===== src/rtl/sync_rst_preset_seq_pkg.sv =====
// Shared types and default timing for the sync reset/preset sequencer.
package sync_seq_pkg;

    typedef enum logic [1:0] {
        SEQ_RST  = 2'd0,
        SEQ_PRE  = 2'd1,
        SEQ_DONE = 2'd2,
        SEQ_IDLE = 2'd3
    } seq_state_t;

    localparam int unsigned RST_CYCLES_DEF = 4;
    localparam int unsigned PRE_CYCLES_DEF = 2;
    localparam int unsigned CNT_W_DEF      = 8;

endpackage


===== src/rtl/sync_rst_preset_seq_if.sv =====
// Request/status bundle between an initiator and the reset/preset sequencer.
interface sync_rst_preset_seq_if;

    logic req_i;
    logic preset_en;
    logic rst_o;
    logic preset_o;
    logic busy_o;
    logic done_o;

    modport master (
        output req_i,
        output preset_en,
        input  rst_o,
        input  preset_o,
        input  busy_o,
        input  done_o
    );

    modport slave (
        input  req_i,
        input  preset_en,
        output rst_o,
        output preset_o,
        output busy_o,
        output done_o
    );

endinterface


===== src/rtl/sync_rst_preset_seq_phase_cnt.sv =====
// Loadable phase down-counter; o_zero_c flags that this decrement reaches zero,
// i.e. the current cycle is the last one of the phase.
module seq_phase_cnt #(
    parameter int unsigned CNT_W = 8
) (
    input  logic             clk,
    input  logic             i_load,
    input  logic [CNT_W-1:0] i_load_val,
    input  logic             i_dec,
    output logic             o_zero_c
);

    logic [CNT_W-1:0] r_cnt;
    logic [CNT_W-1:0] w_cnt_dec;

    assign w_cnt_dec = r_cnt - CNT_W'(1);
    assign o_zero_c  = (w_cnt_dec == '0);

    always_ff @(posedge clk) begin
        if (i_load) begin
            r_cnt <= i_load_val;
        end else if (i_dec) begin
            r_cnt <= w_cnt_dec;
        end
    end

endmodule


===== src/rtl/sync_rst_preset_seq.sv =====
// Timed reset then optional preset pulse generator for sync-reset/preset flops.
// Define SEQ_PENDING_EN to queue a request that arrives mid-sequence.
module sync_rst_preset_seq
    import sync_seq_pkg::*;
#(
    parameter int unsigned RST_CYCLES = RST_CYCLES_DEF,
    parameter int unsigned PRE_CYCLES = PRE_CYCLES_DEF,
    parameter int unsigned CNT_W      = CNT_W_DEF
) (
    input  logic                  clk,
    input  logic                  reset,
    sync_rst_preset_seq_if.slave  bus
);

    localparam logic [CNT_W-1:0] RST_LOAD = CNT_W'(RST_CYCLES);
    localparam logic [CNT_W-1:0] PRE_LOAD = CNT_W'(PRE_CYCLES);

    if (RST_CYCLES < 1 || RST_CYCLES > (2**CNT_W) - 1) begin : g_bad_rst_cycles
        $error("RST_CYCLES must be in [1, 2**CNT_W-1]");
    end
    if (PRE_CYCLES < 1 || PRE_CYCLES > (2**CNT_W) - 1) begin : g_bad_pre_cycles
        $error("PRE_CYCLES must be in [1, 2**CNT_W-1]");
    end

    seq_state_t       r_state;
    seq_state_t       w_state_next;
    logic             r_pre_sel;
    logic             w_pre_sel_next;
    logic             w_cnt_load;
    logic             w_cnt_dec;
    logic             w_cnt_zero;
    logic [CNT_W-1:0] w_cnt_val;
    logic             r_rst_o;
    logic             r_preset_o;
    logic             r_busy_o;
    logic             r_done_o;
`ifdef SEQ_PENDING_EN
    logic             r_pend;
    logic             r_pend_sel;
    logic             w_pend_next;
    logic             w_pend_sel_next;
`endif

    seq_phase_cnt #(.CNT_W(CNT_W)) u_phase_cnt (
        .clk        (clk),
        .i_load     (w_cnt_load),
        .i_load_val (w_cnt_val),
        .i_dec      (w_cnt_dec),
        .o_zero_c   (w_cnt_zero)
    );

    // Next state, counter control and preset selection; reset overrides everything.
    always_comb begin
        w_state_next   = r_state;
        w_pre_sel_next = r_pre_sel;
        w_cnt_load     = 1'b0;
        w_cnt_dec      = 1'b0;
        w_cnt_val      = RST_LOAD;
`ifdef SEQ_PENDING_EN
        w_pend_next     = r_pend;
        w_pend_sel_next = r_pend_sel;
`endif
        case (r_state)
            SEQ_RST, SEQ_PRE: begin
`ifdef SEQ_PENDING_EN
                if (bus.req_i) begin
                    w_pend_next     = 1'b1;
                    w_pend_sel_next = bus.preset_en;
                end
`endif
                if (!w_cnt_zero) begin
                    w_cnt_dec = 1'b1;
                end else if (r_state == SEQ_RST && r_pre_sel) begin
                    w_state_next = SEQ_PRE;
                    w_cnt_load   = 1'b1;
                    w_cnt_val    = PRE_LOAD;
                end else begin
                    w_state_next = SEQ_DONE;
                end
            end
            SEQ_DONE, SEQ_IDLE: begin
                w_state_next = SEQ_IDLE;
                if (bus.req_i) begin
                    w_state_next   = SEQ_RST;
                    w_cnt_load     = 1'b1;
                    w_pre_sel_next = bus.preset_en;
                end
`ifdef SEQ_PENDING_EN
                else if (r_state == SEQ_DONE && r_pend) begin
                    w_state_next   = SEQ_RST;
                    w_cnt_load     = 1'b1;
                    w_pre_sel_next = r_pend_sel;
                end
                w_pend_next = 1'b0;
`endif
            end
            default: begin
                w_state_next = SEQ_RST;
                w_cnt_load   = 1'b1;
            end
        endcase

        if (reset) begin
            w_state_next   = SEQ_RST;
            w_cnt_load     = 1'b1;
            w_cnt_val      = RST_LOAD;
            w_pre_sel_next = bus.preset_en;
`ifdef SEQ_PENDING_EN
            w_pend_next    = 1'b0;
`endif
        end
    end

    // Outputs are decoded from the next state so they flop alongside it.
    always_ff @(posedge clk) begin
        r_state    <= w_state_next;
        r_pre_sel  <= w_pre_sel_next;
        r_rst_o    <= (w_state_next == SEQ_RST);
        r_preset_o <= (w_state_next == SEQ_PRE);
        r_busy_o   <= (w_state_next == SEQ_RST) || (w_state_next == SEQ_PRE);
        r_done_o   <= (w_state_next == SEQ_DONE);
`ifdef SEQ_PENDING_EN
        r_pend     <= w_pend_next;
        r_pend_sel <= w_pend_sel_next;
`endif
    end

    assign bus.rst_o    = r_rst_o;
    assign bus.preset_o = r_preset_o;
    assign bus.busy_o   = r_busy_o;
    assign bus.done_o   = r_done_o;

endmodule

===== src/flat_wrapper.sv =====
// flat-port wrapper written by rule: the top's interface ports become plain ports
module sync_rst_preset_seq_flat import sync_seq_pkg::*;
#(
    parameter int unsigned RST_CYCLES = RST_CYCLES_DEF,
    parameter int unsigned PRE_CYCLES = PRE_CYCLES_DEF,
    parameter int unsigned CNT_W      = CNT_W_DEF
)
  (clk, reset, bus_req_i, bus_preset_en, bus_rst_o, bus_preset_o, bus_busy_o, bus_done_o);
  sync_rst_preset_seq_if bus_i ();
  input  logic clk;
  input  logic reset;
  input wire logic [$bits(bus_i.req_i)-1:0] bus_req_i;
  input wire logic [$bits(bus_i.preset_en)-1:0] bus_preset_en;
  output wire logic [$bits(bus_i.rst_o)-1:0] bus_rst_o;
  output wire logic [$bits(bus_i.preset_o)-1:0] bus_preset_o;
  output wire logic [$bits(bus_i.busy_o)-1:0] bus_busy_o;
  output wire logic [$bits(bus_i.done_o)-1:0] bus_done_o;
  assign bus_i.req_i = bus_req_i;
  assign bus_i.preset_en = bus_preset_en;
  assign bus_rst_o = bus_i.rst_o;
  assign bus_preset_o = bus_i.preset_o;
  assign bus_busy_o = bus_i.busy_o;
  assign bus_done_o = bus_i.done_o;
  sync_rst_preset_seq #(.RST_CYCLES(RST_CYCLES), .PRE_CYCLES(PRE_CYCLES), .CNT_W(CNT_W)) u_core (.clk(clk), .reset(reset), .bus(bus_i));
endmodule

===== config.mk =====
export PLATFORM = sky130hd
export DESIGN_NAME = sync_rst_preset_seq_flat
export DESIGN_NICKNAME = d
export VERILOG_FILES = /design/src/rtl/sync_rst_preset_seq_pkg.sv /design/src/rtl/sync_rst_preset_seq_if.sv /design/src/rtl/sync_rst_preset_seq_phase_cnt.sv /design/src/rtl/sync_rst_preset_seq.sv /design/src/flat_wrapper.sv
export SDC_FILE = /design/constraint.sdc
export NUM_CORES = 1
export LEC_CHECK = 0
export BUFFER_PORTS_ARGS = -buffer_cell sky130_fd_sc_hd__buf_4
export CORE_UTILIZATION = 44
export DETAILED_ROUTE_END_ITERATION = 10
export PLACE_DENSITY_LB_ADDON = 0.15
export SLEW_MARGIN = 25
export SYNTH_ARGS = -nofsm -noshare
export SYNTH_HDL_FRONTEND = slang
export SYNTH_SLANG_ARGS = --single-unit
export TNS_END_PERCENT = 5

===== constraint.sdc =====
create_clock -name clk -period 2.3 [get_ports clk]
set_input_delay 0.23 -clock clk [delete_from_list [all_inputs] [get_ports clk]]
set_output_delay 0.23 -clock clk [all_outputs]
set_load 0.05 [all_outputs]

## After elaboration in Yosys (flattened, before gate mapping)

Index checks and enable logic that the tools add are counted.

- Flip-flop bits (word level): 15
- Latch bits: 0
- RAM bits: 0
- ROM bits: 0
- Input port bits: 4
- Output and inout port bits: 4
- Logic and storage cells: 45
- Memories: 0

- Add/subtract/negate cells: 1
- Multipliers: 0
- Divide/modulo/power cells: 0
- Magnitude comparators: 0
- Equal/unequal tests: 5
- Shifts and indexed selects: 0
- Muxes and demuxes: 21
- Bitwise gates (word level): 0
- Reductions and logical operators: 11

Operators with widths:

| cell | number |
|---|---|
| two-way mux 8 bit | 5 |
| two-way mux 1 bit | 9 |
| zero test 8 bit | 1 |
| two-way mux 2 bit | 4 |
| subtractor 8 x 1 -> 8 bit, second input constant | 1 |
| == test 2 bit, second input constant | 3 |
| nonzero test 2 bit | 3 |
| == test 2 x 1 -> 1 bit, second input constant | 2 |
| zero test 2 bit | 2 |
| case mux 2 bit (2 select lines) | 1 |
| OR reduction 2 bit | 2 |
| two-way mux 3 bit | 1 |
| case mux 1 bit (2 select lines) | 1 |
| AND reduction 2 bit | 1 |
| logical AND 1 bit | 1 |
| logical OR 1 bit | 1 |

## Logic depth before layout (Yosys ltp)

Gate-level depths: netlist of run 1.

- Depth in word-level cells: 8
- Depth in mapped cells: 6
- Depth with buffers taken out: 6

## Cells and area by module

From an unflattened synthesis of run 1, not the netlist that was laid out.

- Cells, all modules: 70
- Area, all modules: 753.2 um2

Modules (own cells, without submodules):

| module | times used | cells an instance | area an instance (um2) | sequential area each (um2) |
|---|---|---|---|---|
| seq_phase_cnt | 1 | 43 | 485.5 | 240.2 |
| sync_rst_preset_seq | 1 | 27 | 267.8 | 150.1 |

## Worst setup path before layout of run 1

Ideal clock, no wire load.

- Path type: register -> register
- From: reg u_core.u_phase_cnt.r_cnt[0]
- To: reg u_core.u_phase_cnt.r_cnt[0] (enable)
- Setup time: 0.374 ns
- Data arrival time: 1.463 ns
- Required time: 1.926 ns
- Slack: 0.463 ns
- Stages on the path, launching flop included: 5
- Path buffers: 0
- Clock period less this slack: 1.837 ns
- Path through: edfxtp_1 -> nor3_2 -> xor2_1 -> nor3_2 -> o21ai_1

- Longest elaborated chain between the ends: 6
- Elaborated cells between the ends (all ways): 8
- Those cells by class: 1 x add/sub; 5 x mux; 2 x reduce/logical

Ends and longest elaborated chain:

| element | RTL line | source |
|---|---|---|
| from (decl) | sync_rst_preset_seq_phase_cnt.sv:13 | `logic [CNT_W-1:0] r_cnt;` |
| from (signal assigned) | sync_rst_preset_seq_phase_cnt.sv:21 | `r_cnt <= i_load_val;` |
| from (signal assigned) | sync_rst_preset_seq_phase_cnt.sv:23 | `r_cnt <= w_cnt_dec;` |
| subtractor 8 x 1 -> 8 bit * | sync_rst_preset_seq_phase_cnt.sv:16 | `assign w_cnt_dec = r_cnt - CNT_W'(1);` |
| zero test 8 bit * | sync_rst_preset_seq_phase_cnt.sv:17 | `assign o_zero_c = (w_cnt_dec == '0);` |
| two-way mux 1 bit | sync_rst_preset_seq.sv:71 | `if (!w_cnt_zero) begin` |
| case mux 1 bit (2 select lines) | sync_rst_preset_seq.sv:63 | `case (r_state)` |
| two-way mux 1 bit | sync_rst_preset_seq.sv:103 | `if (reset) begin` |
| nonzero test 2 bit (no source line) * | - |  |

Mark *: on every way between the ends. The rest lies on a longest branch, timed or not.
A chain may end at the register's enable or synchronous reset.

## Worst setup path in the final report of run 1

- From: reg u_core.u_phase_cnt.r_cnt[0]
- To: reg u_core.u_phase_cnt.r_cnt[7] (enable)

- Longest elaborated chain between the ends: 6
- Elaborated cells between the ends (all ways): 8
- Those cells by class: 1 x add/sub; 5 x mux; 2 x reduce/logical

Ends and longest elaborated chain:

| element | RTL line | source |
|---|---|---|
| subtractor 8 x 1 -> 8 bit * | sync_rst_preset_seq_phase_cnt.sv:16 |  |
| named net u_core.u_phase_cnt.w_cnt_dec[0] | sync_rst_preset_seq_phase_cnt.sv:14 | `logic [CNT_W-1:0] w_cnt_dec;` |
| zero test 8 bit * | sync_rst_preset_seq_phase_cnt.sv:17 |  |
| two-way mux 1 bit | sync_rst_preset_seq.sv:71 |  |
| case mux 1 bit (2 select lines) | sync_rst_preset_seq.sv:63 |  |
| two-way mux 1 bit | sync_rst_preset_seq.sv:103 |  |
| nonzero test 2 bit (no source line) * | - |  |

The timed path passes the listed nets; every way through them passes the cells marked *.

==> results.txt, run 1 <==
Max-slew headroom = 0.513
Reg-to-Reg Start = u_core.u_phase_cnt.r_cnt[0]$_SDFFCE_PP0P_
Via density = 5.09
hold slack = 0.119 ns
Clock Sinks = 15
IO Count = 8
Pre-antenna DRT Iters = 4
Overflow after GRT = 0
power consumption = 0.994 mW
final number of hold-violating endpoints = 0
post-route setup slack = 0.181 ns
chip height = 42.4 µm
CORE AREA = 1520 µm²
total track usage = 0.144
r2r setup slk = 0.18 ns
Crit Path Class = reg2reg
antenna diode count = 0
CP startpoint = u_core.u_phase_cnt.r_cnt[0]$_SDFFCE_PP0P_
Routed WL = 1.13 mm
share of layout cells above drive strength 1 = 0.240
Cell Area, Synth = 718 µm²
Post-Synth XOR/XNOR Area = 0.0854
crit start category = register
final setup vio count = 0
post-CTS sizing = 0
Post-Synth Adder-Cell Area = 0.0348
Net Sw Frac = 0.397
WHS Path Cells = 1
Slew Limit Fails = 0
main area contributors after synthesis = edfxtp_1 38%, dfxtp_1 17%, xor2_1 6.1%
H-tree levels = 1
FP Rows = 14
Initial DRC Count = 11
multiplexer share of the synthesized area = 0
worst endpoint required time = 2.22 ns
Hold-fix buffers, CTS = 0
Pint = 0.599 mW
Syn Nets = 71
Util after Layout = 0.533
Post-synth ARST share = 0
Yosys top cell area share = 0.376
Post-synth top flop = edfxtp_1
Net Switching = 0.394 mW
vias = 463
setup_tns = 0 ns
DR WL/cell = 12.4 µm
number of synthesized register bits = 15
crit-path max FO = 8
complex-gate fraction of the synthesized area = 0.111
pwr/cell area = 1220 nW/µm²
postcts setup bufs = 0
register share of total power = 0.451
RSZ-0062 raised after global routing = false
Layout Nets = 82
clock power share = 0.152
first-pass GRT wire length = 1.81 mm
Comb pwr share = 0.397
outcome = finished, final reports clean
# Max-Cap Violations = 0
Synth Area in Simple Gates = 0.197
Worst Hold Class = in2reg
fin crit period = 2.12 ns
Crit path arrival time = 2.04 ns
register area share after synthesis = 0.544
vias in the first global route = 394
worst slew pin tran = 0.725 ns
leakage power = 0.326 nW
clock-pin slew on the worst setup and hold paths = 0.09 ns
initial antenna violation count = 0
R2R cell count = 6
I/O Buffers = 7
gpl congestion = 0.812
Setup WS pre-CTS = 0.192 ns
RR Endpoint = u_core.u_phase_cnt.r_cnt[7]$_SDFFCE_PP0P_
synth-to-layout area growth = 13.1%
leading area contributor after synthesis = edfxtp_1
largest net degree at the start of global routing = 9
CTS Buf Count = 3
root buf cell = clkbuf_4
remaining antenna violation count = 0
Skew-Pair Late Insertion Delay = 0.28 ns
Die Width = 42.4 µm
crit share post-route = 0.922
count of cell types in the netlist = 24
DRC Markers = 0
synthesized area per cell = 11.0 µm²
largest family of logic cells by synthesized area = simple AND/OR/NAND/NOR gates
DPL Wire Length = 863 µm
synth warn = 0
DIE AREA = 1800 µm²
Max Clk Rate = 472 MHz
number of synthesized flops with an enable pin = 9
crit path to = u_core.u_phase_cnt.r_cnt[7]$_SDFFCE_PP0P_
Starting Density = 0.471
CP endpoint kind = register
leading cell types by count after synthesis = 11 x nor2_1, 9 x edfxtp_1, 6 x dfxtp_1
clock tree buffer depth = 2
Worst VDD drop = 0.512 mV
most frequent cell after synthesis = nor2_1
CTS tree = yes
cells after synthesis = 65
Clock Skews = 0.00181 ns
cells by family (layout without fill, tap and decap cells):
family | after synthesis | count (layout)
and+or+nand+nor | 26 | 26
AOI/OAI and AO/OA | 10 | 10
DFF | 15 | 15
buffers and inverters | 5 | 15
xor gates and xnor gates | 7 | 7
adders and majority gates | 2 | 2
layout by cell type (no fill, tap or decap), types with 2 or more instances in the layout:
cell	instances
clkbuf_4	3
xnor2_1	2
nand3_1	3
inv_1	3
xor2_1	5
a211oi_2	2
nor2b_1	2
dfxtp_1	6
ha_1	2
buf_4	7
nor2_1	11
edfxtp_1	9
nand2_1	3
nor3_2	3
o21ai_1	3
flip-flops by register name, indices dropped and copies added (netlist names):
signal	count
u_core.r_state	2
u_core.bus.rst_o	1
u_core.bus.preset_o	1
u_core.bus.busy_o	1
u_core.u_phase_cnt.r_cnt	8
u_core.bus.done_o	1
u_core.r_pre_sel	1
layer usage:
metal	track usage	share of wire	vias up
li1	-	-	247
met1	0.209	0.54	207
met2	0.185	0.41	7
met3	0.0517	0.037	2
met4	0.0750	0.0088	0
met5	0	0	-
worst max-delay path: stages, from the launching register on:
cell and delay (ns):
edfxtp_1 0.45, inv_1 0.07, ha_1 0.24, xnor2_1 0.17
nand3_1 0.16, nor3_2 0.09, o21ai_1 0.59
stage by stage:
| stage | cells | instance area (µm²) |
|---|---|---|
| 6_report | 91 | 812 |
| 5_1_grt | 91 | 812 |
| 4_1_cts | 91 | 812 |
| 3_5_place_dp | 87 | 786 |
| 3_3_place_gp | 87 | 786 |
| 2_1_floorplan | 65 | 718 |
worst min path at each step:
stage / start / end / slack, ns
after global routing: bus_preset_en / u_core.r_pre_sel$_DFFE_PP_ / 0.11
after detailed placement: bus_preset_en / u_core.r_pre_sel$_DFFE_PP_ / 0.41
after CTS: bus_preset_en / u_core.r_pre_sel$_DFFE_PP_ / 0.12
final: bus_preset_en / u_core.r_pre_sel$_DFFE_PP_ / 0.12
after floorplan: reset / u_core.bus.done_o$_DFF_P_ / 0.30
after global placement: bus_preset_en / u_core.r_pre_sel$_DFFE_PP_ / 0.41
area by class of cell:
| type | instances | area, µm² |
|---|---|---|
| Clock buffer | 4 | 26.3 |
| Inverter | 4 | 15.0 |
| Fill cell | 132 | 712 |
| Tap cell | 16 | 20.0 |
| Timing Repair Buffer | 7 | 52.6 |
| Sequential cell | 15 | 390 |
| Multi-Input combinational cell | 45 | 308 |
power by group through the flow:
stage                     Combinational, mW  Sequential (mW)  Clock (mW)
after floorplan                       0.258            0.499           0
after global placement                0.396            0.451           0
after detailed placement              0.397            0.453           0
after CTS                             0.399            0.447       0.154
after global routing                  0.439            0.456       0.163
final                                 0.394            0.448       0.151
No activity file was read; power rests on OpenSTA's default activity.
==> run 2: changes to the inputs <==
==> constraint.sdc (replaced) <==
create_clock -name clk -period 1.99 [get_ports clk]
set_input_delay 0.199 -clock clk [delete_from_list [all_inputs] [get_ports clk]]
set_output_delay 0.199 -clock clk [all_outputs]
set_load 0.05 [all_outputs]
==> results.txt, run 2 (synthesis results as in run 1) <==
outcome = finished, final reports clean
Max-slew headroom = 0.719
Clock Sinks = 15
Biggest register = u_core.u_phase_cnt.r_cnt
Crit path arrival time = 1.92 ns
root buf cell = clkbuf_4
# Max-Cap Violations = 0
total track usage = 0.168
crit start category = register
worst slew pin tran = 0.422 ns
Worst VDD drop = 0.759 mV
fin crit period = 1.78 ns
final number of hold-violating endpoints = 0
Setup WS pre-CTS = 0.00223 ns
initial antenna violation count = 0
DR WL/cell = 12.7 µm
antenna diode count = 0
synth-to-layout area growth = 20.9%
CP endpoint kind = register
Via density = 5.06
IO Count = 8
Worst Hold Class = in2reg
Layout Nets = 89
Skew-Pair Late Insertion Delay = 0.29 ns
gpl congestion = 0.767
Die Width = 42.4 µm
chip height = 42.4 µm
H-tree levels = 1
Slew Limit Fails = 0
Overflow after GRT = 0
CTS tree = yes
crit share post-route = 0.896
pwr/cell area = 1440 nW/µm²
Max Clk Rate = 561 MHz
commonest non-fill, non-tap cell in the layout = buf_4
most frequent cells in the layout = 14 x buf_4, 11 x nor2_1, 9 x edfxtp_1, 6 x dfxtp_1, 5 x xor2_1
max reg flops = 8
first-pass GRT wire length = 2.18 mm
worst endpoint required time = 2.13 ns
setup_tns = 0 ns
Routed WL = 1.24 mm
RSZ-0062 raised after global routing = false
largest net degree at the start of global routing = 9
remaining antenna violation count = 0
vias in the first global route = 515
vias = 496
Fillers = 135
CTS Buf Count = 3
final setup vio count = 0
clock-pin slew on the worst setup and hold paths = 0.09 ns
Starting Density = 0.471
fin cells = 98
Initial DRC Count = 12
Clock Skews = 0.00581 ns
placed insts = 94
DPL Wire Length = 929 µm
DIE AREA = 1800 µm²
post-route setup slack = 0.207 ns
Pre-antenna DRT Iters = 4
hold slack = 0.0868 ns
DRC Markers = 0
clock tree buffer depth = 2
Crit Path Class = reg2reg
biggest regs = u_core.u_phase_cnt.r_cnt (8), u_core.r_state (2)
leakage power = 0.361 nW
r2r setup slk = 0.21 ns
share of layout cells above drive strength 1 = 0.317
FP Rows = 14
crit-path max FO = 5
CORE AREA = 1520 µm²
I/O Buffers = 7
run 2: final cells by class:
type,instances,area [µm²],area share
sequential,15,390,0.450
tap,16,20.0,0.0231
multi-input combinational,45,312,0.359
inverter,4,15.0,0.0173
timing repair buffer,14,105,0.121
clock buffer,4,26.3,0.0303
run 2: routing by layer:
| metal | global-route usage | vias to the layer above | wire length [µm] |
|---|---|---|---|
| li1 | - | 259 | - |
| met1 | 0.217 | 223 | 623 |
| met2 | 0.249 | 10 | 539 |
| met3 | 0.0517 | 4 | 56 |
| met4 | 0.0938 | 0 | 23 |
| met5 | 0 | - | 0 |
run 2: final timing paths:
kind / from / to / cells past startpoint
setup / recovery: u_core.u_phase_cnt.r_cnt[0]$_SDFFCE_PP0P_ / u_core.u_phase_cnt.r_cnt[1]$_DFFE_PP_ / 7
hold / removal: bus_preset_en / u_core.r_pre_sel$_DFFE_PP_ / 1
setup reg to reg: u_core.u_phase_cnt.r_cnt[0]$_SDFFCE_PP0P_ / u_core.u_phase_cnt.r_cnt[1]$_DFFE_PP_ / 7
hold reg to reg: u_core.r_state[0]$_DFF_P_ / u_core.bus.rst_o$_DFF_P_ / 1
run 2: repair_timing:
action                     CTS  global route
buffers inserted             0             0
hold buffers                 0             0
gates resized for setup      1             0
setup endpoints to repair    8             0
run 2: where the power goes:
part | switching, mW | internal [mW]
registers | 0.0730 | 0.439
logic | 0.304 | 0.257
clock network | 0.100 | 0.0780
run 2: worst max-delay path, stage by stage, from the launching register on:
cell and delay, ns:
edfxtp_1 0.44, inv_1 0.07, ha_1 0.22, xnor2_1 0.17, buf_4 0.14, and3_1 0.17, nand3_1 0.16, a211oi_2 0.25
run 2: per-stage QoR:
step / util / area [µm²] / power [mW]
floorplan: - / 718 / 0.875
global placement: 0.550 / 838 / 1.07
detailed placement: 0.550 / 838 / 1.08
CTS: 0.570 / 868 / 1.26
global route: 0.570 / 868 / 1.34
finish: 0.570 / 868 / 1.25
==> run 3: changes to the inputs <==
--- a/config.mk
+++ b/config.mk
@@ -8,7 +8,6 @@
 export BUFFER_PORTS_ARGS = -buffer_cell sky130_fd_sc_hd__buf_4
 export CORE_UTILIZATION = 44
 export DETAILED_ROUTE_END_ITERATION = 10
-export PLACE_DENSITY_LB_ADDON = 0.15
 export SLEW_MARGIN = 25
 export SYNTH_ARGS = -nofsm -noshare
 export SYNTH_HDL_FRONTEND = slang
==> results.txt, run 3 (synthesis results as in run 1) <==
outcome = finished, final reports clean
Initial DRC Count = 10
vias = 511
layer with the highest usage = met2
antenna diode count = 0
hold slack = 0.0878 ns
Hold-fix buffers, CTS = 0
CORE AREA = 1520 µm²
chip height = 42.4 µm
crit-path max FO = 5
CP max-delay cell = edfxtp_1
power consumption = 1.25 mW
Routed WL = 1.25 mm
DR WL/cell = 12.7 µm
placed instance area = 838 µm²
CTS tree = yes
final setup vio count = 0
Layout Nets = 89
first-pass GRT wire length = 2.17 mm
Clock Skews = 0.00352 ns
DRC Markers = 0
CP endpoint kind = register
clock-pin slew on the worst setup and hold paths = 0.09 ns
leakage power = 0.361 nW
met3 GRT Util = 0.0560
Crit path max-delay family = flip-flops
most frequent cells in the layout = 14 x buf_4, 11 x nor2_1, 9 x edfxtp_1, 6 x dfxtp_1, 5 x xor2_1
Worst Hold Class = in2reg
Worst VDD drop = 0.808 mV
remaining antenna violation count = 0
I/O Buffers = 7
pwr/cell area = 1440 nW/µm²
worst endpoint required time = 2.12 ns
initial antenna violation count = 0
share of layout cells above drive strength 1 = 0.317
Overflow after GRT = 0
crit share post-route = 0.900
CP bufs+invs = 2
placed insts = 94
M1 GR Usage = 0.225
IO Count = 8
RSZ-0062 raised after global routing = false
critical path's largest stage delay = 0.44 ns
biggest regs = u_core.u_phase_cnt.r_cnt (8), u_core.r_state (2)
worst-path cell chain = inv_1 -> ha_1 -> xnor2_1 -> buf_4 -> and3_1 -> nand3_1 -> a211oi_2
crit start category = register
Via density = 5.21
Pre-antenna DRT Iters = 4
Crit path arrival time = 1.92 ns
commonest non-fill, non-tap cell in the layout = buf_4
Slew Limit Fails = 0
DPL Wire Length = 925 µm
Max-slew headroom = 0.717
max reg flops = 8
fin crit period = 1.79 ns
routing usage on met2 = 0.234
worst slew pin tran = 0.425 ns
Starting Density = 0.471
H-tree levels = 1
gpl congestion = 0.776
Skew-Pair Late Insertion Delay = 0.28 ns
Max Clk Rate = 559 MHz
CTS Buf Count = 3
DIE AREA = 1800 µm²
# Max-Cap Violations = 0
clock tree buffer depth = 2
FP Rows = 14
root buf cell = clkbuf_4
fin cells = 98
Biggest register = u_core.u_phase_cnt.r_cnt
Die Width = 42.4 µm
fin area = 868 µm²
largest net degree at the start of global routing = 9
Fillers = 143
synth-to-layout area growth = 20.9%
vias in the first global route = 488
total track usage = 0.173
Clock Sinks = 15
final number of hold-violating endpoints = 0
Crit Path Class = reg2reg
## run 3: cell counts in the layout (fill, tap and decap cells not counted)
Identical to the previous run, type by type.
## run 3: metal layers
metal / part of all wire / up-vias
li1: - / 264
met1: 0.50 / 235
met2: 0.43 / 8
met3: 0.032 / 4
met4: 0.036 / 0
met5: 0 / -
## run 3: worst paths after layout
path	start	end	slack, ns	cells after the start
worst max-delay path	u_core.u_phase_cnt.r_cnt[0]$_SDFFCE_PP0P_	u_core.u_phase_cnt.r_cnt[1]$_DFFE_PP_	0.20	7
worst min-delay path	bus_preset_en	u_core.r_pre_sel$_DFFE_PP_	0.09	1
worst max register to register	u_core.u_phase_cnt.r_cnt[0]$_SDFFCE_PP0P_	u_core.u_phase_cnt.r_cnt[1]$_DFFE_PP_	0.20	7
worst min register to register	u_core.r_state[0]$_DFF_P_	u_core.bus.rst_o$_DFF_P_	0.48	1
## run 3: area by class of cell
type	count	area, µm²	area share
Tap cell	16	20.0	0.0231
Sequential cell	15	390	0.450
Multi-Input combinational cell	45	312	0.359
Timing Repair Buffer	14	105	0.121
Inverter	4	15.0	0.0173
Clock buffer	4	26.3	0.0303
## run 3: metrics by stage
| step | worst slack [ns] | setup TNS [ns] | utilization |
|---|---|---|---|
| floorplan | 0.153 | 0 | - |
| global placement | -0.00294 | -0.0220 | 0.550 |
| detailed placement | -0.0149 | -0.118 | 0.550 |
| CTS | 0.176 | 0 | 0.570 |
| global route | 0.0742 | 0 | 0.570 |
| finish | 0.200 | 0 | 0.570 |
## run 3: what timing repair did
item,4_1_cts,5_1_grt
setup endpoints to repair,8,0
setup buffers,0,0
resized for setup,1,0
## run 3: report_power, final
part / switching [mW] / total [mW] / internal (mW) / leakage, nW
Clock: 0.0959 / 0.174 / 0.0779 / 0.0150
Combinational: 0.307 / 0.564 / 0.257 / 0.196
Sequential: 0.0771 / 0.516 / 0.439 / 0.150
